==> src/rtl/keypad_scan_fifo_if.sv <==
// Event stream handshake between the keypad scanner and its consumer.
interface keypad_scan_fifo_if #(
  parameter int unsigned DATA_W = 5
) ();
  logic              evt_valid;
  logic              evt_ready;
  logic [DATA_W-1:0] evt_data;

  modport master (output evt_valid, output evt_data, input evt_ready);
  modport slave  (input evt_valid, input evt_data, output evt_ready);
endinterface

==> src/rtl/keypad_scan_fifo.sv <==
// Matrix keypad scanner with per-key debounce and a press/release event FIFO.
module keypad_scan_fifo #(
  parameter int unsigned ROWS       = 4,
  parameter int unsigned COLS       = 4,
  parameter int unsigned SCAN_DIV   = 100000,
  parameter int unsigned DEBOUNCE   = 3,
  parameter int unsigned FIFO_DEPTH = 4
) (
  input  logic                    clk,
  input  logic                    rst_n,
  input  logic [ROWS-1:0]         row,
  output logic [COLS-1:0]         col,
  keypad_scan_fifo_if.master      evt,
  output logic [ROWS*COLS-1:0]    key_state,
  output logic                    overflow,
  input  logic                    ovf_clr
);

  localparam int unsigned N      = ROWS * COLS;
  localparam int unsigned CODE_W = (N > 1) ? $clog2(N) : 1;
  localparam int unsigned RW     = (ROWS > 1) ? $clog2(ROWS) : 1;
  localparam int unsigned CW     = (COLS > 1) ? $clog2(COLS) : 1;
  localparam int unsigned TW     = (SCAN_DIV > 1) ? $clog2(SCAN_DIV) : 1;
  localparam int unsigned DW     = $clog2(DEBOUNCE + 1);
  localparam int unsigned AW     = $clog2(FIFO_DEPTH);
  localparam int unsigned FW     = $clog2(FIFO_DEPTH + 1);

  typedef enum logic [1:0] {IDLE, WAIT, EVAL} state_t;

  logic [ROWS-1:0]   row_meta, row_sync;
  logic [TW-1:0]     tmr_q;
  logic              tick_c;

  state_t            state_q, state_d;
  logic [CW-1:0]     cur_col_q, cur_col_d, nxt_col_c;
  logic [RW-1:0]     r_q, r_d;
  logic [ROWS-1:0]   row_lat_q, row_lat_d;
  logic [COLS-1:0]   col_d;
  logic [N-1:0]      key_state_d;
  logic [DW-1:0]     cnt_q [N];
  logic [DW-1:0]     cnt_d [N];
  logic [CODE_W-1:0] k_c;
  logic              push_c;
  logic [CODE_W:0]   push_data_c;

  logic [CODE_W:0]   mem [FIFO_DEPTH];
  logic [AW-1:0]     wr_q, rd_q;
  logic [FW-1:0]     fill_q, fill_d;
  logic              valid_q;
  logic              pop_c, full_c, wr_en_c, drop_c;

  // Two-flop synchroniser; rows idle high (no key pressed).
  always_ff @(posedge clk or negedge rst_n) begin
    if (!rst_n) begin
      row_meta <= '1;
      row_sync <= '1;
    end else begin
      row_meta <= row;
      row_sync <= row_meta;
    end
  end

  // Free-running column slot timer.
  assign tick_c = (tmr_q == TW'(SCAN_DIV - 1));

  always_ff @(posedge clk or negedge rst_n) begin
    if (!rst_n) tmr_q <= '0;
    else        tmr_q <= tick_c ? '0 : tmr_q + TW'(1);
  end

  // Scan sequencing and serial per-key debounce of the latched column.
  always_comb begin
    state_d     = state_q;
    cur_col_d   = cur_col_q;
    r_d         = r_q;
    row_lat_d   = row_lat_q;
    col_d       = col;
    key_state_d = key_state;
    cnt_d       = cnt_q;
    push_c      = 1'b0;
    push_data_c = '0;
    k_c         = '0;
    nxt_col_c   = '0;
    case (state_q)
      IDLE: begin
        col_d = '1;
        if (tick_c) begin
          state_d   = WAIT;
          cur_col_d = '0;
          col_d     = ~COLS'(1);
        end
      end
      WAIT: begin
        if (tick_c) begin
          row_lat_d = ~row_sync;
          r_d       = '0;
          state_d   = EVAL;
        end
      end
      EVAL: begin
        k_c = CODE_W'(32'(r_q) * COLS + 32'(cur_col_q));
        if (row_lat_q[r_q] == key_state[k_c]) begin
          cnt_d[k_c] = '0;
        end else if (32'(cnt_q[k_c]) + 32'd1 == DEBOUNCE) begin
          key_state_d[k_c] = ~key_state[k_c];
          cnt_d[k_c]       = '0;
          push_c           = 1'b1;
          push_data_c      = {key_state[k_c], k_c};
        end else begin
          cnt_d[k_c] = cnt_q[k_c] + DW'(1);
        end
        if (32'(r_q) == ROWS - 1) begin
          nxt_col_c = (32'(cur_col_q) == COLS - 1) ? '0 : cur_col_q + CW'(1);
          cur_col_d = nxt_col_c;
          col_d     = ~(COLS'(1) << nxt_col_c);
          state_d   = WAIT;
        end else begin
          r_d = r_q + RW'(1);
        end
      end
      default: state_d = IDLE;
    endcase
  end

  // Scanner state, column drive, debounce counters and key bitmap.
  always_ff @(posedge clk or negedge rst_n) begin
    if (!rst_n) begin
      state_q   <= IDLE;
      cur_col_q <= '0;
      r_q       <= '0;
      row_lat_q <= '0;
      col       <= '1;
      key_state <= '0;
      for (int i = 0; i < int'(N); i++) cnt_q[i] <= '0;
    end else begin
      state_q   <= state_d;
      cur_col_q <= cur_col_d;
      r_q       <= r_d;
      row_lat_q <= row_lat_d;
      col       <= col_d;
      key_state <= key_state_d;
      for (int i = 0; i < int'(N); i++) cnt_q[i] <= cnt_d[i];
    end
  end

  // FIFO control: a push into a full FIFO only succeeds alongside a pop.
  assign pop_c   = valid_q & evt.evt_ready;
  assign full_c  = (fill_q == FW'(FIFO_DEPTH));
  assign wr_en_c = push_c & (~full_c | pop_c);
  assign drop_c  = push_c & full_c & ~pop_c;
  assign fill_d  = fill_q + FW'(wr_en_c) - FW'(pop_c);

  assign evt.evt_valid = valid_q;
  assign evt.evt_data  = valid_q ? mem[rd_q] : '0;

  // FIFO pointers and occupancy.
  always_ff @(posedge clk or negedge rst_n) begin
    if (!rst_n) begin
      wr_q    <= '0;
      rd_q    <= '0;
      fill_q  <= '0;
      valid_q <= 1'b0;
    end else begin
      if (wr_en_c) wr_q <= wr_q + AW'(1);
      if (pop_c)   rd_q <= rd_q + AW'(1);
      fill_q  <= fill_d;
      valid_q <= (fill_d != '0);
    end
  end

  // FIFO storage; unread entries are masked at the output.
  always_ff @(posedge clk) begin
    if (wr_en_c) mem[wr_q] <= push_data_c;
  end

  // Sticky drop flag; a drop outranks a clear in the same cycle.
  always_ff @(posedge clk or negedge rst_n) begin
    if (!rst_n)       overflow <= 1'b0;
    else if (drop_c)  overflow <= 1'b1;
    else if (ovf_clr) overflow <= 1'b0;
  end

endmodule

==> src/flat_wrapper.sv <==
// flat-port wrapper written by rule: the top's interface ports become plain ports
module keypad_scan_fifo_flat 
#(
  parameter int unsigned ROWS       = 4,
  parameter int unsigned COLS       = 4,
  parameter int unsigned SCAN_DIV   = 100000,
  parameter int unsigned DEBOUNCE   = 3,
  parameter int unsigned FIFO_DEPTH = 4
)
  (clk, rst_n, row, col, key_state, overflow, ovf_clr, evt_evt_valid, evt_evt_data, evt_evt_ready);
  keypad_scan_fifo_if #(.DATA_W(5)) evt_i ();
  input  logic clk;
  input  logic rst_n;
  input  logic [ROWS-1:0] row;
  output logic [COLS-1:0] col;
  output logic [ROWS*COLS-1:0] key_state;
  output logic overflow;
  input  logic ovf_clr;
  output wire logic [$bits(evt_i.evt_valid)-1:0] evt_evt_valid;
  output wire logic [$bits(evt_i.evt_data)-1:0] evt_evt_data;
  input wire logic [$bits(evt_i.evt_ready)-1:0] evt_evt_ready;
  assign evt_evt_valid = evt_i.evt_valid;
  assign evt_evt_data = evt_i.evt_data;
  assign evt_i.evt_ready = evt_evt_ready;
  keypad_scan_fifo #(.ROWS(ROWS), .COLS(COLS), .SCAN_DIV(SCAN_DIV), .DEBOUNCE(DEBOUNCE), .FIFO_DEPTH(FIFO_DEPTH)) u_core (.clk(clk), .rst_n(rst_n), .row(row), .col(col), .evt(evt_i), .key_state(key_state), .overflow(overflow), .ovf_clr(ovf_clr));
endmodule
==> config.mk <==
export PLATFORM = sky130hd
export DESIGN_NAME = keypad_scan_fifo_flat
export DESIGN_NICKNAME = d
export VERILOG_FILES = /design/src/rtl/keypad_scan_fifo_if.sv /design/src/rtl/keypad_scan_fifo.sv /design/src/flat_wrapper.sv
export SDC_FILE = /design/constraint.sdc
export NUM_CORES = 1
export LEC_CHECK = 0
export ABC_AREA = 1
export BUFFER_PORTS_ARGS = -buffer_cell sky130_fd_sc_hd__clkbuf_2
export CAP_MARGIN = 20
export CORE_ASPECT_RATIO = 2
export CORE_MARGIN = 2
export CORE_UTILIZATION = 50
export CTS_BUF_LIST = sky130_fd_sc_hd__clkbuf_8
export DETAILED_ROUTE_END_ITERATION = 10
export PLACE_DENSITY = 0.68
export SKIP_LAST_GASP = 1
export SLEW_MARGIN = 20
export SYNTH_ARGS = -nofsm -noshare
export SYNTH_HDL_FRONTEND = slang
export SYNTH_SLANG_ARGS = --single-unit
export TNS_END_PERCENT = 10
==> constraint.sdc <==
create_clock -name clk -period 5.9 [get_ports clk]
set_clock_uncertainty 0.05 [all_clocks]
set_input_delay 0.295 -clock clk [delete_from_list [all_inputs] [get_ports clk]]
set_output_delay 0.295 -clock clk [all_outputs]
set_load 0.005 [all_outputs]
==> results.sh <==
export IMPL_start_util_pct=50.60
export IMPL_clockBufferDepth=2
export IMPL_synth_seq_cells=116
export IMPL_drive_gt1_share_pct=10.84
export IMPL_dr_first_iter_drc_count=329
export IMPL_cpMostUsedCell="nand2_1"
export IMPL_seqCellArea_sq_um=3018
export IMPL_syn_inst=959
export IMPL_overflow=0
export IMPL_leakage_nw=3.935
export IMPL_cap_violations=0
export IMPL_relSlewSlack_pct=29.69
export IMPL_finalNetCount=1011
export IMPL_via_count=6299
export IMPL_coreArea_sq_um=13810
export IMPL_synth_top_area_share_pct=30.07
export IMPL_end_kind="register"
export IMPL_max_stage_delay_ns=1.04
export IMPL_dieArea_sq_um=15000
export IMPL_antenna_found_initial=0
export IMPL_first_global_vias=6187
export IMPL_p_clk_share_pct=43.9
export IMPL_start_kind="register"
export IMPL_fin_crit_ns=4.364
export IMPL_maxSlewViolCount=0
export IMPL_synth_edf_count=20
export IMPL_syn_area_sq_um=6990
export IMPL_worst_pin_slew_ns=1.055
export IMPL_arrival_ns=4.65
export IMPL_cts_clk_slew_worst_paths_ns=0.07
export IMPL_drt_drc_violations_left=0
export IMPL_synth_nets=987
export IMPL_grt_setup_unrepaired="no"
export IMPL_routed_wl_um=18410
export IMPL_timing_rr_end="u_core.cnt_q[28]"
export IMPL_crit_required_ns=6.19
export IMPL_slowest_stage="dfrtp_1"
export IMPL_dieWidth_um=87.61
export IMPL_yosys_warnings=0
export IMPL_via_per_inst=5.316
export IMPL_critPathLaunch="u_core.cur_col_q[0]"
export IMPL_synth_cell_types=35
export IMPL_clk_latency_ns=0.45
export IMPL_fp_dieH_um=171.2
export IMPL_finalSetupViolations=0
export IMPL_p_int_mw=1.374
export IMPL_r2r_start="u_core.cur_col_q[0]"
export IMPL_grt_pass1_wl_um=29620
export IMPL_gr_usage_all_layers_pct=26.17
export IMPL_synth_largest_area_cell="dfrtp_1"
export IMPL_hpwl_um=13200
export IMPL_preCtsSetupSlack_ns=1.635
export IMPL_grt_max_degree=61
export IMPL_timing_hold_violations_final=0
export IMPL_crit_chain="inv_6 > nand2_1 > nand3_1 > nand3_1 > nand3_1 > nand2_1 > inv_1 > ha_1 > buf_4 > inv_1 > nand3_4 > nand2_2 > nand2_1 > nand2_1 > nand2_1"
export IMPL_hold_path_end="u_core.rd_q[0]"
export IMPL_antenna_left=0
export IMPL_multi_input_area_sq_um=3266
export IMPL_synth_common_cells="nand2_1 (270), nand3_1 (126), inv_1 (122)"
export IMPL_critPathTopFamily="simple AND/OR/NAND/NOR gates"
export IMPL_rows=61
export IMPL_hp_class="input pin to register"
export IMPL_synth_most_common_cell="nand2_1"
export IMPL_htree_levels=4
export IMPL_switching_share_pct=25.59
export IMPL_final_cell_area_sq_um=7706
export IMPL_synth_async_sr_flop_share_pct=82.76
export IMPL_p_switching_uw=472.4
export IMPL_synthTopCellsByArea="dfrtp_1 (30%), nand2_1 (14%), nand3_1 (9.0%)"
export IMPL_combPwrFrac_pct=9.1
export IMPL_placed_area_sq_um=7208
export IMPL_hp_start="evt_evt_ready"
export IMPL_status="complete, no violations"
export IMPL_cts_root_buf="clkbuf_8"
export IMPL_fill_cells=1354
export IMPL_synthToLayoutAreaGrowth_pct=10.24
export IMPL_path_buf_inv=4
export IMPL_period_share_pct=73.96
export IMPL_cts_setup_buffers=0
export IMPL_routedWlPerCell_um=15.53
export IMPL_crit_type="register to register"
export IMPL_power_density_nw_per_um2=239.5
export IMPL_holdPathStages=4
export IMPL_cts_sinks=116
export IMPL_crit_fanout=39
export IMPL_drt_pass1_iterations=5
export IMPL_syn_area_per_cell_sq_um=7.289
export IMPL_yosysSeqAreaShare_pct=43.17
export IMPL_tns_ns=0
export IMPL_seqPwrFrac_pct=47.0
export IMPL_max_freq_ghz=0.2292
export IMPL_rrSetupSlack_ns=1.54
export IMPL_worstRegToRegCells=15
export IMPL_cts_inserted_buffers=17
export IMPL_ir_worst_vdd_mv=0.1593
export IMPL_pin_count=35
export IMPL_postLayoutSetupSlackWorst_ns=1.536
export IMPL_numPortBuffers=34
export IMPL_gp_congestion=0.9534
export IMPL_cts_tree="done"
export IMPL_ys_flop_type="dfrtp_1"
export IMPL_diodes=0
logic make-up after synthesis:
kind of cell	synth area share [%]
AO/OA/AOI/OAI	7.625
AND/OR/NAND/NOR	34.40
buffers and inverters	10.11
flip-flops	43.17
adder cells (fa/ha/maj)	3.687
XOR/XNOR	1.002
cells in the final DEF, fill, tap and decap left out, types with 3 or more instances in the layout:
| cell | n |
|---|---|
| o21ai_0 | 63 |
| nand3_2 | 13 |
| dlygate4sd3_1 | 6 |
| o31ai_1 | 3 |
| nand3_1 | 126 |
| ha_1 | 19 |
| inv_1 | 124 |
| dfrtp_1 | 84 |
| bufinv_16 | 4 |
| nand4_1 | 9 |
| dfstp_2 | 12 |
| nor2_1 | 109 |
| edfxtp_1 | 20 |
| nor3_1 | 7 |
| nand3_4 | 4 |
| clkbuf_2 | 33 |
| clkbuf_8 | 17 |
| nand2_2 | 5 |
| buf_4 | 5 |
| inv_2 | 3 |
| o21ai_1 | 3 |
| a21oi_1 | 27 |
| xor2_1 | 7 |
| inv_6 | 4 |
| clkinv_4 | 5 |
| nand2_1 | 270 |
how the worst max path moves through the flow:
stage                     depth (start not counted)                   end  slack (ns)
after global placement                           13  u_core.evt.evt_valid        1.73
final                                            15      u_core.cnt_q[28]        1.54
after CTS                                        15      u_core.cnt_q[28]        1.60
after floorplan                                  16  u_core.evt.evt_valid        2.37
after global routing                             15      u_core.cnt_q[28]        1.22
after detailed placement                         15      u_core.cnt_q[28]        1.63
worst min-delay path: cells and delay by family:
family | cells | cell delay, ns
buf+inv | 1 | 0.08
simple gates | 3 | 0.23
per-stage QoR:
| stage | total power, mW | std cells | hold slack, ns | util, % |
|---|---|---|---|---|
| 2_1_floorplan | 0.9868 | 959 | -0.05059 | - |
| 3_3_place_gp | 1.046 | 1147 | 0.2480 | 52.18 |
| 3_5_place_dp | 1.052 | 1147 | 0.2523 | 52.18 |
| 4_1_cts | 1.871 | 1185 | 0.1229 | 55.78 |
| 5_1_grt | 1.936 | 1185 | 0.1647 | 55.78 |
| 6_report | 1.846 | 1185 | 0.1360 | 55.78 |
power by group through the flow:
stage	Clock (mW)	Sequential, mW	Combinational (mW)
2_1_floorplan	0	0.862	0.125
3_3_place_gp	0	0.882	0.164
3_5_place_dp	0	0.883	0.169
4_1_cts	0.829	0.868	0.174
5_1_grt	0.863	0.871	0.202
6_report	0.811	0.867	0.169
flip-flops by register name (all words and copies together) (netlist names):
name	flops
u_core.cnt_q	32
u_core.col	4
u_core.cur_col_q	2
u_core.evt.evt_valid	1
u_core.fill_q	3
u_core.key_state	16
u_core.mem	20
u_core.overflow	1
u_core.r_q	2
u_core.rd_q	2
u_core.row_lat_q	4
u_core.row_meta	4
u_core.row_sync	4
u_core.state_q	2
u_core.tmr_q	17
u_core.wr_q	2
area by class of cell:
cell class	count	area share, %
clock buffers	17	3.036
clock inverters	15	2.647
inverters	128	6.300
multi-input cells	676	42.38
flip-flops and latches	116	39.16
well taps	189	3.069
repair buffers	44	3.410
repair_timing:
action,CTS,global route
hold buffers,6,0
endpoints found under the hold margin,41,0
resized for setup,0,0
metal layers:
metal / global-route usage, % / wire length [um]
met3: 4.031 / 575
met5: 0 / 0
met4: 17.79 / 1124
met2: 49.24 / 10220
met1: 24.85 / 6487
No activity file was read; power rests on OpenSTA's default activity.
